$ cat src/rtl/rover_pkg.sv
// rtl/rover_pkg.sv - shared colour, speed and FSM types for the rover colour/speed path
//
// Purpose: types and constants shared by color_speed_select and its bench.
//   colour_t : raw classification code (NONE/RED/GREEN/BLUE)
//   SPD_*    : speed codes understood by the PWM stage
//   state_t  : measurement FSM states
//   CH_*     : filter channel index; {S2,S3} is the index itself
package rover_pkg;

   typedef enum logic [1:0] {
      NONE  = 2'b00,
      RED   = 2'b01,
      GREEN = 2'b10,
      BLUE  = 2'b11
   } colour_t;

   localparam logic [1:0] SPD_STOP   = 2'b00;
   localparam logic [1:0] SPD_LOW    = 2'b01;
   localparam logic [1:0] SPD_MID    = 2'b10;
   localparam logic [1:0] SPD_CRUISE = 2'b11;

   typedef enum logic [2:0] {
      ST_IDLE,
      ST_SETTLE,
      ST_GATE,
      ST_NEXT,
      ST_CLASSIFY
   } state_t;

   // Channel order red, blue, clear, green; the index doubles as {S2,S3}.
   localparam logic [1:0] CH_RED   = 2'd0;
   localparam logic [1:0] CH_BLUE  = 2'd1;
   localparam logic [1:0] CH_CLEAR = 2'd2;
   localparam logic [1:0] CH_GREEN = 2'd3;

   function automatic logic [1:0] colour_to_speed(input colour_t c);
      case (c)
         RED:     return SPD_STOP;
         BLUE:    return SPD_LOW;
         GREEN:   return SPD_MID;
         default: return SPD_CRUISE;
      endcase
   endfunction

endpackage

$ cat src/rtl/color_speed_select_if.sv
// rtl/color_speed_select_if.sv - sensor and speed-command signal bundle
//
// Purpose: groups the colour sensor and PWM-facing signals of color_speed_select.
//   enable      : run measurement frames while high
//   sensor_out  : asynchronous sensor frequency output
//   S2, S3      : sensor filter select
//   speed       : 2-bit speed code to the PWM stage
//   color_code  : last raw classification
//   frame_done  : one-cycle pulse per classified frame
// Modports: master = system/sensor side, slave = color_speed_select.
interface color_speed_select_if;
   logic       enable;
   logic       sensor_out;
   logic       S2;
   logic       S3;
   logic [1:0] speed;
   logic [1:0] color_code;
   logic       frame_done;

   modport master (
      output enable, sensor_out,
      input  S2, S3, speed, color_code, frame_done
   );

   modport slave (
      input  enable, sensor_out,
      output S2, S3, speed, color_code, frame_done
   );
endinterface

$ cat src/rtl/freq_edge_counter.sv
// rtl/freq_edge_counter.sv - synchronised rising-edge counter for the sensor frequency output
//
// Purpose: 2-FF synchroniser, rising-edge detect and saturating counter.
//   clock, reset_n : clock, synchronous active-low reset
//   sensor_out     : asynchronous pulse train
//   clear          : zero the count (has priority over gate)
//   gate           : count detected edges while high
//   count          : edge count, saturates at all-ones
module freq_edge_counter #(
   parameter int CNT_W = 16
) (
   input  logic             clock,
   input  logic             reset_n,
   input  logic             sensor_out,
   input  logic             clear,
   input  logic             gate,
   output logic [CNT_W-1:0] count
);

   logic sync_1, sync_2, sync_prev;
   logic edge_det;

   assign edge_det = sync_2 & ~sync_prev;

   always_ff @(posedge clock) begin
      if (!reset_n) begin
         sync_1    <= 1'b0;
         sync_2    <= 1'b0;
         sync_prev <= 1'b0;
         count     <= '0;
      end else begin
         sync_1    <= sensor_out;
         sync_2    <= sync_1;
         sync_prev <= sync_2;
         if (clear)
            count <= '0;
         else if (gate && edge_det && count != '1)
            count <= count + CNT_W'(1);
      end
   end

endmodule

$ cat src/rtl/color_speed_select.sv
// rtl/color_speed_select.sv - colour-sensor frame sequencer, classifier and speed selector
//
// Purpose: cycles the sensor filters red, blue, clear, green; counts sensor edges
// per gate window, classifies the dominant colour and registers a speed code.
//   clock, reset_n : clock, synchronous active-low reset
//   bus (slave)    : enable, sensor_out in; S2, S3, speed, color_code, frame_done out
// Build option: define COLOR_CONFIRM_EN to require CONFIRM identical consecutive
// classifications before speed changes; otherwise speed follows every frame.
module color_speed_select
   import rover_pkg::*;
#(
   parameter int GATE_CYCLES   = 100000,
   parameter int SETTLE_CYCLES = 1000,
   parameter int CNT_W         = 16,
`ifdef COLOR_CONFIRM_EN
   parameter int CONFIRM       = 3,
`endif
   parameter int MIN_CLEAR     = 200
) (
   input logic                 clock,
   input logic                 reset_n,
   color_speed_select_if.slave bus
);

   localparam int TMR_MAX = (GATE_CYCLES > SETTLE_CYCLES) ? GATE_CYCLES : SETTLE_CYCLES;
   localparam int TMR_W   = $clog2(TMR_MAX + 1);

   state_t           state, next_state;
   logic [TMR_W-1:0] timer;
   logic [1:0]       ch;
   logic [CNT_W-1:0] count, cnt_red, cnt_blue, cnt_clear, cnt_green;
   logic [1:0]       speed_q;
   colour_t          colour_q, cls;
   logic             done_q, confirmed;
   logic             win_clear, win_gate, store, classify, abort;

   freq_edge_counter #(.CNT_W(CNT_W)) u_counter (
      .clock      (clock),
      .reset_n    (reset_n),
      .sensor_out (bus.sensor_out),
      .clear      (win_clear),
      .gate       (win_gate),
      .count      (count)
   );

   // State register
   always_ff @(posedge clock) begin
      if (!reset_n) state <= ST_IDLE;
      else          state <= next_state;
   end

   // Next-state logic; losing enable anywhere outside IDLE abandons the frame
   always_comb begin
      next_state = state;
      if (state != ST_IDLE && !bus.enable) begin
         next_state = ST_IDLE;
      end else begin
         case (state)
            ST_IDLE:     if (bus.enable) next_state = ST_SETTLE;
            ST_SETTLE:   if (timer == TMR_W'(SETTLE_CYCLES - 1)) next_state = ST_GATE;
            ST_GATE:     if (timer == TMR_W'(GATE_CYCLES - 1)) next_state = ST_NEXT;
            ST_NEXT:     next_state = (ch == CH_GREEN) ? ST_CLASSIFY : ST_SETTLE;
            ST_CLASSIFY: next_state = ST_SETTLE;
            default:     next_state = ST_IDLE;
         endcase
      end
   end

   // Control strobes
   always_comb begin
      win_clear = 1'b0;
      win_gate  = 1'b0;
      store     = 1'b0;
      classify  = 1'b0;
      abort     = (state != ST_IDLE) && !bus.enable;
      case (state)
         ST_IDLE, ST_SETTLE: win_clear = 1'b1;
         ST_GATE:            win_gate  = 1'b1;
         ST_NEXT:            store     = !abort;
         ST_CLASSIFY:        classify  = 1'b1;
         default:            ;
      endcase
   end

   // Phase timer restarts on every state change
   always_ff @(posedge clock) begin
      if (!reset_n)
         timer <= '0;
      else if (next_state != state || state == ST_IDLE)
         timer <= '0;
      else
         timer <= timer + TMR_W'(1);
   end

   // Channel index and per-channel count capture
   always_ff @(posedge clock) begin
      if (!reset_n || abort) begin
         ch        <= CH_RED;
         cnt_red   <= '0;
         cnt_blue  <= '0;
         cnt_clear <= '0;
         cnt_green <= '0;
      end else if (store) begin
         case (ch)
            CH_RED:   cnt_red   <= count;
            CH_BLUE:  cnt_blue  <= count;
            CH_CLEAR: cnt_clear <= count;
            default:  cnt_green <= count;
         endcase
         // Green stays selected through CLASSIFY; the frame restarts at red after it
         if (ch != CH_GREEN) ch <= ch + 2'd1;
      end else if (classify) begin
         ch <= CH_RED;
      end
   end

   // A colour wins only when strictly above both other colours and clear is bright enough
   always_comb begin
      cls = NONE;
      if (32'(cnt_clear) >= 32'(MIN_CLEAR)) begin
         if (cnt_red > cnt_blue && cnt_red > cnt_green)
            cls = RED;
         else if (cnt_green > cnt_red && cnt_green > cnt_blue)
            cls = GREEN;
         else if (cnt_blue > cnt_red && cnt_blue > cnt_green)
            cls = BLUE;
      end
   end

`ifdef COLOR_CONFIRM_EN
   localparam int CONF_W = $clog2(CONFIRM + 1);

   colour_t           cand;
   logic [CONF_W-1:0] conf_cnt, conf_next;

   // Run length of identical classifications, saturating at CONFIRM
   always_comb begin
      if (cls != cand)
         conf_next = CONF_W'(1);
      else if (conf_cnt != CONF_W'(CONFIRM))
         conf_next = conf_cnt + CONF_W'(1);
      else
         conf_next = conf_cnt;
   end

   assign confirmed = (conf_next >= CONF_W'(CONFIRM));

   always_ff @(posedge clock) begin
      if (!reset_n || abort) begin
         cand     <= NONE;
         conf_cnt <= '0;
      end else if (classify) begin
         cand     <= cls;
         conf_cnt <= conf_next;
      end
   end
`else
   assign confirmed = 1'b1;
`endif

   // Registered outputs; an abort forces stop even on the CLASSIFY cycle
   always_ff @(posedge clock) begin
      if (!reset_n) begin
         speed_q  <= SPD_STOP;
         colour_q <= NONE;
         done_q   <= 1'b0;
      end else begin
         done_q <= classify;
         if (classify) colour_q <= cls;
         if (abort)
            speed_q <= SPD_STOP;
         else if (classify && confirmed)
            speed_q <= colour_to_speed(cls);
      end
   end

   assign bus.S2         = ch[1];
   assign bus.S3         = ch[0];
   assign bus.speed      = speed_q;
   assign bus.color_code = colour_q;
   assign bus.frame_done = done_q;

endmodule
$ cat src/flat_wrapper.sv
// flat-port wrapper written by rule: the top's interface ports become plain ports
module color_speed_select_flat import rover_pkg::*;
#(
   parameter int GATE_CYCLES   = 100000,
   parameter int SETTLE_CYCLES = 1000,
   parameter int CNT_W         = 16,

   parameter int MIN_CLEAR     = 200
)
  (clock, reset_n, bus_enable, bus_sensor_out, bus_S2, bus_S3, bus_speed, bus_color_code, bus_frame_done);
  color_speed_select_if bus_i ();
  input logic clock;
  input logic reset_n;
  input wire logic [$bits(bus_i.enable)-1:0] bus_enable;
  input wire logic [$bits(bus_i.sensor_out)-1:0] bus_sensor_out;
  output wire logic [$bits(bus_i.S2)-1:0] bus_S2;
  output wire logic [$bits(bus_i.S3)-1:0] bus_S3;
  output wire logic [$bits(bus_i.speed)-1:0] bus_speed;
  output wire logic [$bits(bus_i.color_code)-1:0] bus_color_code;
  output wire logic [$bits(bus_i.frame_done)-1:0] bus_frame_done;
  assign bus_i.enable = bus_enable;
  assign bus_i.sensor_out = bus_sensor_out;
  assign bus_S2 = bus_i.S2;
  assign bus_S3 = bus_i.S3;
  assign bus_speed = bus_i.speed;
  assign bus_color_code = bus_i.color_code;
  assign bus_frame_done = bus_i.frame_done;
  color_speed_select #(.GATE_CYCLES(GATE_CYCLES), .SETTLE_CYCLES(SETTLE_CYCLES), .CNT_W(CNT_W), .MIN_CLEAR(MIN_CLEAR)) u_core (.clock(clock), .reset_n(reset_n), .bus(bus_i));
endmodule
$ cat config.mk
export PLATFORM = sky130hd
export DESIGN_NAME = color_speed_select_flat
export DESIGN_NICKNAME = d
export VERILOG_FILES = /design/src/rtl/rover_pkg.sv /design/src/rtl/color_speed_select_if.sv /design/src/rtl/freq_edge_counter.sv /design/src/rtl/color_speed_select.sv /design/src/flat_wrapper.sv
export SDC_FILE = /design/constraint.sdc
export NUM_CORES = 1
export LEC_CHECK = 0
export CORE_ASPECT_RATIO = 1.1
export CORE_UTILIZATION = 55
export CTS_CLUSTER_DIAMETER = 40
export DETAILED_ROUTE_END_ITERATION = 16
export PLACE_DENSITY = 0.75
export SYNTH_ARGS = -nofsm -noshare
export SYNTH_HDL_FRONTEND = slang
export SYNTH_SLANG_ARGS = --single-unit
$ cat constraint.sdc
create_clock -name clock -period 2.3 [get_ports clock]
set_input_delay 0.46 -clock clock [delete_from_list [all_inputs] [get_ports clock]]
set_output_delay 0.46 -clock clock [all_outputs]
set_load 0.1 [all_outputs]
==> impl_metrics.csv, run 1 <==
group,metric,value,unit
grt,gr-total-overflow,0,
route,detail_route.first_pass.iterations,5,
route,wl,12700,um
critical_path,worstPathArrival,2.50,ns
clocking,cts-root-buf,"clkbuf_8",
route,wl_per_cell,15.6,um
placed_design,io_buffers,10,
sta,post-route-period-util,0.966,
logic_synthesis,ys_seq_area_frac,0.388,
logic_synthesis,syn_nets,740,
clocking,cts_tree,"built",
sta,tightestPinTransition,1.08,ns
clocking,clk_pin_slew_worst_paths,0.10,ns
power,power,0.00323,W
floorplan,rows,38,
critical_path,cpLargestDelayFamily,"simple AND/OR/NAND/NOR gates",
power,vdd_drop_max,0.402,mV
logic_synthesis,synth_area,5520,um^2
grt,grt_max_degree,49,
grt,grt_pass1_wl,21300,um
critical_path,crit_required,2.58,ns
sta,period_minus_slack,2.22,ns
route,drt_iter0_drc,235,
grt,grt_pass1_vias,4619,
floorplan,ios,11,
critical_path,max_stage_delay,0.56,ns
cells_and_area,final_nets,747,
sta,relSlewSlack,0.276,
critical_path,crit_top_cell,"o31a_1",
grt,grt_antenna_before_repair,0,
logic_synthesis,synth_area_leaders,"dfxtp_1 39%, ha_1 12%, a21oi_1 8.1%, nand2_1 7.2%, nand3_1 5.3%",
route,drc,0,
critical_path,worstPathCellList,"inv_1, ha_1, nand4_2, or4_4, o31a_1, and3_1, o31a_1",
job,max-cap-violations,0,
sta,max_freq,0.450,GHz
logic_synthesis,avgSynthCellArea,8.11,um^2
clocking,numCtsBuffers,9,
logic_synthesis,synth_area_leader_cell,"dfxtp_1",
sta,hold_violations,0,
placed_design,gp_congestion,0.871,
route,antenna_left,0,
logic_synthesis,ys_types,52,
critical_path,critPathKind,"register to register",
route,vias_per_cell,5.86,
critical_path,critPathLaunchType,"register",
critical_path,critPathBufInv,1,
logic_synthesis,ys_warn_count,0,
logic_synthesis,ys_seq_elements,107,
cells_and_area,seqCellArea,2150,um^2
clocking,clkSinkCount,107,
floorplan,start_util,0.564,
floorplan,die_h,107,um
cells_and_area,fillerInstances,851,
cells_and_area,multi_input_area,3110,um^2
logic_synthesis,synth_edf_count,0,
floorplan,die_w,97.6,um
floorplan,die_area,10400,um^2
grt,grt.total_usage,0.255,
logic_synthesis,ys.flop_type,"dfxtp_1",
critical_path,slowest_stage,"or4_4",
clocking,htree_levels,3,
critical_path,end_kind,"register",
logic_synthesis,synth_top_area_frac,0.388,
clocking,holdBufCountCts,0,
sta,setup_viol_count_final,0,
logic_synthesis,synthTopCellsByCount,"107 x dfxtp_1, 106 x nand2_1, 89 x a21oi_1, 59 x nand3_1, 55 x ha_1",
cells_and_area,drive_gt1_frac,0.0938,
sta,finalSetupTns,0,ns
logic_synthesis,syn_inst,681,
cells_and_area,num_antenna_cells,0,
cells_and_area,syn2layout_area_growth,10.5,%
sta,skew,0.0115,ns
floorplan,core,9790,um^2
clocking,clk_latency,0.38,ns
run_status,status,"completed",
sta,drv_slew,0,
logic_synthesis,synth.most_common_cell,"dfxtp_1",
logic_synthesis,async_reset_ff_frac,0,
route,route.vias.total,4767,
power,power.density,529,nW/um^2
placed_design,place_hpwl,9200,um
power,power_leakage,2.24,nW
clocking,cts.path.max_buffers,2,
hold_path,hold_class,"register to register",
critical_path,crit_fanout,3,
## layer usage
layer,up-vias,wire [um],GRT usage
met5,-,0,0
li1,2353,-,-
met3,32,455,0.0293
met1,2273,5390,0.287
met4,0,419,0.134
met2,109,6430,0.469
## where the power goes
part	switching, W	total [W]	internal (W)
Combinational	0.0000506	0.0000780	0.0000274
Clock	0.000649	0.00129	0.000643
Sequential	0.00000540	0.00186	0.00186
## sequential cells by signal (all words and copies together), names as in the netlist, 2 cells and up
| register | cells |
|---|---|
| u_core.timer | 17 |
| u_core.cnt_blue | 16 |
| u_core.cnt_green | 16 |
| u_core.cnt_red | 16 |
| u_core.u_counter.count | 16 |
| u_core.cnt_clear | 13 |
| u_core.state | 3 |
| u_core.bus.color_code | 2 |
| u_core.bus.speed | 2 |
| u_core.ch | 2 |
## layout make-up
cell class | count | share of cell area
Clock buffer | 10 | 0.0225
Multi-Input combinational cell | 494 | 0.510
Sequential cell | 107 | 0.352
Timing Repair Buffer | 34 | 0.0512
Clock inverter | 6 | 0.0146
Inverter | 42 | 0.0258
Tap cell | 120 | 0.0246
## final timing paths
path                                                          from                                     to  slack [ns]  cells after the start
worst min register to register  u_core.u_counter.sync_1$_SDFF_PN0_     u_core.u_counter.sync_2$_SDFF_PN0_        0.44                      1
worst max-delay path              u_core.cnt_blue[13]$_SDFFE_PP0P_  u_core.bus.color_code[0]$_SDFFE_PN0P_        0.08                      7
worst min-delay path            u_core.u_counter.sync_1$_SDFF_PN0_     u_core.u_counter.sync_2$_SDFF_PN0_        0.44                      1
worst max register to register    u_core.cnt_blue[13]$_SDFFE_PP0P_  u_core.bus.color_code[0]$_SDFFE_PN0P_        0.08                      7
## through the flow
stage	cells	hold WS [ns]	instance area, um^2	util	worst slack (ns)
3_3_place_gp	796	0.419	5830	0.595	0.0446
4_1_cts	812	0.444	6050	0.618	0.00253
3_5_place_dp	796	0.420	5830	0.595	-0.00416
5_1_grt	813	0.466	6100	0.623	-0.0228
2_1_floorplan	681	0.412	5520	-	0.0576
6_report	813	0.443	6100	0.623	0.0774
## worst reg2reg max path, stage by stage, from the launching register on
cell	delay (ns)
dfxtp_1	0.34
inv_1	0.07
ha_1	0.32
nand4_2	0.12
or4_4	0.56
o31a_1	0.27
and3_1	0.19
o31a_1	0.27
## cells in the final DEF, fill, tap and decap left out, drive strengths merged, types with 2 or more instances in the layout
| cell | synthesis | final |
|---|---|---|
| nor3b | 2 | 2 |
| dfxtp | 107 | 107 |
| bufinv | 0 | 2 |
| nor2 | 45 | 45 |
| nand4 | 21 | 21 |
| nor2b | 5 | 5 |
| o21a | 2 | 2 |
| nor4b | 2 | 2 |
| buf | 16 | 31 |
| nand2 | 106 | 106 |
| xor2 | 24 | 24 |
| inv | 42 | 42 |
| clkinv | 0 | 2 |
| a21oi | 89 | 89 |
| mux2i | 2 | 2 |
| o311ai | 2 | 2 |
| clkbuf | 22 | 10 |
| nor4 | 5 | 5 |
| nand3 | 59 | 59 |
| clkinvlp | 0 | 2 |
| o211ai | 3 | 3 |
| a221o | 2 | 2 |
| clkdlybuf4s50 | 0 | 3 |
| and2 | 10 | 10 |
| o21ai | 11 | 11 |
| nand3b | 2 | 2 |
| o31a | 3 | 3 |
| xnor2 | 6 | 6 |
| a211o | 2 | 2 |
| or4 | 2 | 2 |
| and3 | 10 | 10 |
| and4 | 8 | 8 |
| a211oi | 2 | 2 |
| a22oi | 2 | 2 |
| ha | 55 | 55 |
## cell families after synthesis
kind of cell	synth area share
buf+inv	0.0584
flops	0.388
xor+xnor	0.0476
simple gates	0.253
fa+ha+maj	0.125
compound gates	0.123
mux	0.00566
## repair_timing
| action | CTS | global route |
|---|---|---|
| setup buffers | 0 | 1 |
| resized for setup | 0 | 9 |
| endpoints found under the setup margin | 1 | 4 |
| pin swaps | 1 | 6 |
| cloned | 0 | 0 |
Note: power is estimated with default switching activity, not from simulation.
==> run 2: changes to the inputs <==
Clock period 2.3 ns to 2.04 ns, I/O delays scaled along.
==> run 2 against run 1 <==
  * The flow now finishes with violations (negative setup slack)
  * Fmax is 1.9% higher
  * Critical path depth unchanged
  * Cell area increased by 7.2%
  * Die area unchanged
  * Critical endpoint is now u_core.bus.speed[0]$_SDFFE_PP0P_
  * Largest cell class unchanged
  * Largest power group unchanged
==> impl_metrics.csv, run 2 (synthesized netlist as in run 1, its figures left out) <==
group,metric,value,unit
run_status,status,"finished with violations",
run_status,violations,"negative setup slack",
route,antenna_left,0,
sta,post-route-period-util,1.07,
route,route.vias.total,4891,
clocking,cts-root-buf,"clkbuf_8",
route,drt_iter0_drc,202,
route,route.met2.wl,6860,um
hold_path,hold_start,"u_core.u_counter.sync_1$_SDFF_PN0_",
critical_path,worstPathArrival,2.46,ns
clocking,clk_latency,0.37,ns
hold_path,hold_class,"register to register",
clocking,cts_tree,"built",
route,wl,13400,um
critical_path,cp-startpoint,"u_core.cnt_blue[9]$_SDFFE_PP0P_",
sta,skew,0.0105,ns
floorplan,die_h,107,um
cells_and_area,num_antenna_cells,0,
placed_design,gp_congestion,0.924,
sta,finalSetupTns,-0.326,ns
sta,grt_setup_unrepaired,"true",
route,detail_route.first_pass.iterations,4,
sta,max_freq,0.459,GHz
grt,gr-total-overflow,0,
sta,hold_violations,0,
clocking,holdBufCountCts,0,
cells_and_area,syn2layout_area_growth,18.4,%
cells_and_area,largest_register_ffs,17,
critical_path,end_kind,"register",
sta,period_minus_slack,2.18,ns
sta,relSlewSlack,0.291,
clocking,clk_pin_slew_worst_paths,0.09,ns
route,wl_per_cell,15.8,um
job,max-cap-violations,0,
grt,grt_max_degree,52,
cells_and_area,final_common_cell,"nand2_1",
cells_and_area,top_register,"u_core.timer",
sta,tightestPinTransition,1.06,ns
power,vdd_drop_max,0.389,mV
grt,grt_pass1_vias,4609,
route,vias_per_cell,5.75,
critical_path,critPathKind,"register to register",
grt,grt.total_usage,0.264,
floorplan,start_util,0.564,
clocking,numCtsBuffers,9,
cells_and_area,final_nets,786,
route,wl_met1,5490,um
critical_path,rr_startpoint,"u_core.cnt_blue[9]$_SDFFE_PP0P_",
floorplan,core,9790,um^2
floorplan,ios,11,
critical_path,crit_required,2.32,ns
floorplan,die_area,10400,um^2
placed_design,io_buffers,10,
power,power_leakage,2.48,nW
placed_design,place_hpwl,9780,um
critical_path,crit_fanout,2,
clocking,cts.path.max_buffers,2,
sta,setup_viol_count_final,4,
grt,grt_pass1_wl,22000,um
clocking,htree_levels,3,
power,power.density,552,nW/um^2
route,top_layer_used,"met4",
critical_path,critPathLaunchType,"register",
sta,layout_setup_ws,-0.141,ns
clocking,clkSinkCount,107,
cells_and_area,layout_common_cells,"106 x nand2_1, 96 x dfxtp_1, 88 x a21oi_1",
sta,drv_slew,0,
sta,hold_ws,0.441,ns
floorplan,rows,38,
placed_design,pre_cts_ws,-0.131,ns
floorplan,die_w,97.6,um
cells_and_area,drive_gt1_frac,0.173,
route,met3WireLength,697,um
grt,grt_antenna_before_repair,0,
route,drc,0,
==> run 2: what timing repair did <==
item / CTS / global route
buffers inserted: 3 / 2
gates resized for setup: 20 / 10
pin swaps: 15 / 10
endpoints found under the setup margin: 4 / 23
==> run 2: critical path, stage by stage (launching register included) <==
cell	delay, ns
dfxtp_2	0.35
inv_2	0.06
ha_4	0.27
nand4_1	0.13
or4_4	0.56
o31a_1	0.27
and4_4	0.20
nor4b_4	0.26
==> run 2: report_power, final <==
part           internal, W  switching (W)  leakage, nW
registers          0.00209     0.00000692        0.868
clock network     0.000747       0.000673        0.109
logic            0.0000358      0.0000587         1.50
total              0.00287       0.000739         2.48
==> run 2: final cells by class <==
cell class	count	area, um^2
Sequential cell	107	2160
Fill cell	783	3250
Clock inverter	2	60.1
Multi-Input combinational cell	494	3220
Inverter	42	158
Clock buffer	12	155
Tap cell	120	150
Timing Repair Buffer	73	643
==> run 2: worst paths after layout <==
check	end	slack (ns)	depth (start not counted)
max	u_core.bus.speed[0]$_SDFFE_PP0P_	-0.14	7
min	u_core.u_counter.sync_2$_SDFF_PN0_	0.44	1
max reg2reg	u_core.bus.speed[0]$_SDFFE_PP0P_	-0.14	7
min reg2reg	u_core.u_counter.sync_2$_SDFF_PN0_	0.44	1
==> run 2: per-stage QoR <==
step	area, um^2	instances	total power (W)	utilization
2_1_floorplan	5580	681	0.00220	-
3_5_place_dp	6180	831	0.00224	0.631
4_1_cts	6500	848	0.00365	0.663
6_report	6540	850	0.00361	0.668
3_3_place_gp	6180	831	0.00224	0.631
5_1_grt	6540	850	0.00374	0.668
==> run 2: routing by layer <==
| metal | track usage | vias up |
|---|---|---|
| met3 | 0.0456 | 31 |
| li1 | - | 2436 |
| met4 | 0.104 | 0 |
| met2 | 0.481 | 132 |
| met1 | 0.307 | 2292 |
| met5 | 0 | - |
==> run 3: changes to the inputs <==
Settings changed: SYNTH_HIERARCHICAL set to 1.
Clock period 2.04 ns to 1.8 ns, I/O delays scaled along.
==> run 3 against run 2 <==
  * The flow still finishes with violations (negative setup slack)
  * Synthesized area up 2.3%
  * Total power up 9.6%
  * Highest routed layer unchanged
  * Combinational power up 9%
  * Sequential share of layout area down 3.0 points
  * Global-route usage up 2.1 points
  * Die area up 2.2%
==> impl_metrics.csv, run 3 <==
group,metric,value,unit
clocking,clk_pin_slew_worst_paths,0.10,ns
run_status,violations,"negative setup slack",
logic_synthesis,ys_seq_area_frac,0.379,
cells_and_area,final_nets,844,
floorplan,start_util,0.569,
logic_synthesis,synth_area_leaders,"dfxtp_1 38%, ha_1 12%, nand2_1 9.7%, a21oi_1 8.4%, inv_1 2.9%",
grt,grt_pass1_vias,5153,
cells_and_area,syn2layout_area_growth,28.9,%
sta,skew,0.0132,ns
placed_design,dp_cells,882,
cells_and_area,largest_register_ffs,17,
logic_synthesis,ys_seq_elements,107,
placed_design,gp_congestion,0.907,
clocking,cts_tree,"built",
critical_path,crit_fanout,3,
route,route.vias.total,5281,
clocking,cts.path.max_buffers,2,
cells_and_area,utilization,0.733,
critical_path,end_kind,"register",
sta,layout_setup_ws,-0.334,ns
clocking,clkSinkCount,107,
critical_path,crit_required,2.08,ns
power,switching_power,0.000893,W
logic_synthesis,synth.most_common_cell,"nand2_1",
floorplan,ios,11,
cells_and_area,layoutNonFillerInstCount,910,
floorplan,rows,38,
route,wl_per_cell,16.5,um
power,power_frac_seq,0.598,
power,power,0.00396,W
route,detail_route.first_pass.iterations,5,
floorplan,core,9940,um^2
floorplan,die_h,108,um
logic_synthesis,syn_nets,768,
sta,drv_slew,0,
clocking,cts-root-buf,"clkbuf_8",
power,vdd_drop_max,0.405,mV
sta,hold_violations,0,
sta,period_minus_slack,2.13,ns
route,drt_iter0_drc,268,
sta,max_freq,0.469,GHz
logic_synthesis,ys.flop_type,"dfxtp_1",
hold_path,hold_class,"register to register",
sta,tightestPinTransition,0.435,ns
clocking,clk_latency,0.38,ns
sta,relSlewSlack,0.708,
grt,grt_pass1_wl,23800,um
cells_and_area,fillerInstances,721,
route,antenna_left,0,
cells_and_area,num_antenna_cells,0,
grt,grt.total_usage,0.286,
sta,finalSetupTns,-1.42,ns
power,power_leakage,2.63,nW
grt,grt_antenna_before_repair,0,
logic_synthesis,synthTopCellsByCount,"146 x nand2_1, 107 x dfxtp_1, 95 x a21oi_1, 55 x ha_1, 44 x inv_1",
cells_and_area,top_register,"u_core/timer",
sta,setup_viol_count_final,20,
clocking,htree_levels,3,
floorplan,die_area,10700,um^2
cells_and_area,drive_gt1_frac,0.290,
logic_synthesis,ys_types,62,
sta,post-route-period-util,1.19,
grt,gr-total-overflow,0,
critical_path,worstPathArrival,2.42,ns
logic_synthesis,async_reset_ff_frac,0,
clocking,numCtsBuffers,9,
route,wl,15000,um
power,internal-power,0.00307,W
logic_synthesis,synth_top_area_frac,0.379,
critical_path,critPathLaunchType,"register",
logic_synthesis,synth_area_leader_cell,"dfxtp_1",
power,clockPowerShare,0.376,
logic_synthesis,ys_warn_count,6,
sta,grt_setup_unrepaired,"true",
logic_synthesis,syn_inst,709,
critical_path,critPathKind,"register to register",
logic_synthesis,avgSynthCellArea,7.97,um^2
run_status,status,"finished with violations",
placed_design,io_buffers,10,
job,max-cap-violations,0,
power,power_frac_comb,0.026,
floorplan,die_w,98.6,um
cells_and_area,layout_common_cells,"141 x nand2_1, 91 x a21oi_1, 77 x dfxtp_1",
power,power.density,544,nW/um^2
grt,grt_max_degree,50,
placed_design,pre_cts_ws,-0.411,ns
cells_and_area,final_common_cell,"nand2_1",
route,drc,0,
placed_design,place_hpwl,10200,um
logic_synthesis,synth_edf_count,0,
route,vias_per_cell,5.80,
logic_synthesis,synth_area,5650,um^2
clocking,holdBufCountCts,0,
power,switching_share,0.225,
[run 3: cell families after synthesis]
family | Yosys count | synth area share
AND/OR/NAND/NOR | 312 | 0.267
AO/OA/AOI/OAI | 141 | 0.150
flip-flops | 107 | 0.379
buffers and inverters | 77 | 0.0558
adder cells (fa/ha/maj) | 55 | 0.122
XOR/XNOR | 15 | 0.0233
multiplexers | 2 | 0.00354
[run 3: path summary, 6_finish.rpt]
path,from,endpoint,slack [ns],cells after the start
hold / removal,u_core/cnt_clear[4]$_SDFFE_PP0P_,u_core/cnt_clear[4]$_SDFFE_PP0P_,0.46,2
setup / recovery,u_core/cnt_red[13]$_SDFFE_PP0P_,u_core/bus.speed[1]$_SDFFE_PP0P_,-0.33,8
setup reg to reg,u_core/cnt_red[13]$_SDFFE_PP0P_,u_core/bus.speed[1]$_SDFFE_PP0P_,-0.33,8
hold reg to reg,u_core/cnt_clear[4]$_SDFFE_PP0P_,u_core/cnt_clear[4]$_SDFFE_PP0P_,0.46,2
[run 3: per-stage QoR]
| step | hold WS (ns) | cell area [um^2] |
|---|---|---|
| 6_report | 0.460 | 7280 |
| 4_1_cts | 0.460 | 7060 |
| 2_1_floorplan | 0.412 | 5750 |
| 3_3_place_gp | 0.421 | 6590 |
| 3_5_place_dp | 0.442 | 6590 |
| 5_1_grt | 0.478 | 7280 |
[run 3: what timing repair did]
item                                    in CTS  in global routing
gates cloned                                 2                  0
endpoints found under the setup margin      27                 41
setup buffers                                7                  7
pin swaps                                   16                 26
resized for setup                           41                 63
[run 3: critical path, cell delays in order (launching register included)]
cell      delay (ns)
dfxtp_2         0.35
inv_2           0.05
ha_4            0.23
a21oi_4         0.17
nor2_4          0.05
a211oi_4        0.28
o211ai_1        0.19
or4_4           0.55
and3_4          0.16
[run 3: power groups by stage]
| stage | clock, W | combinational [W] | sequential [W] |
|---|---|---|---|
| floorplan | 0 | 0.0000583 | 0.00242 |
| global placement | 0 | 0.0000924 | 0.00242 |
| detailed placement | 0 | 0.0000948 | 0.00243 |
| CTS | 0.00152 | 0.000106 | 0.00237 |
| global route | 0.00163 | 0.000109 | 0.00237 |
| finish | 0.00149 | 0.000103 | 0.00237 |
[run 3: area by class of cell]
class                   instances  area [um^2]  area share
multi-input cells             525         3640       0.500
repair buffers                 98          941       0.129
clock buffers                  13          180      0.0247
inverters                      44          165      0.0227
flip-flops and latches        107         2180       0.300
clock inverters                 3         18.8     0.00258
well taps                     120          150      0.0206
[run 3: routing by layer]
metal  vias up  wire length (um)  track usage
li1       2614                 -            -
met1      2485              5910        0.323
met2       148              7790        0.522
met3        34               867       0.0582
met4         0               421        0.126
met5         -                 0            0
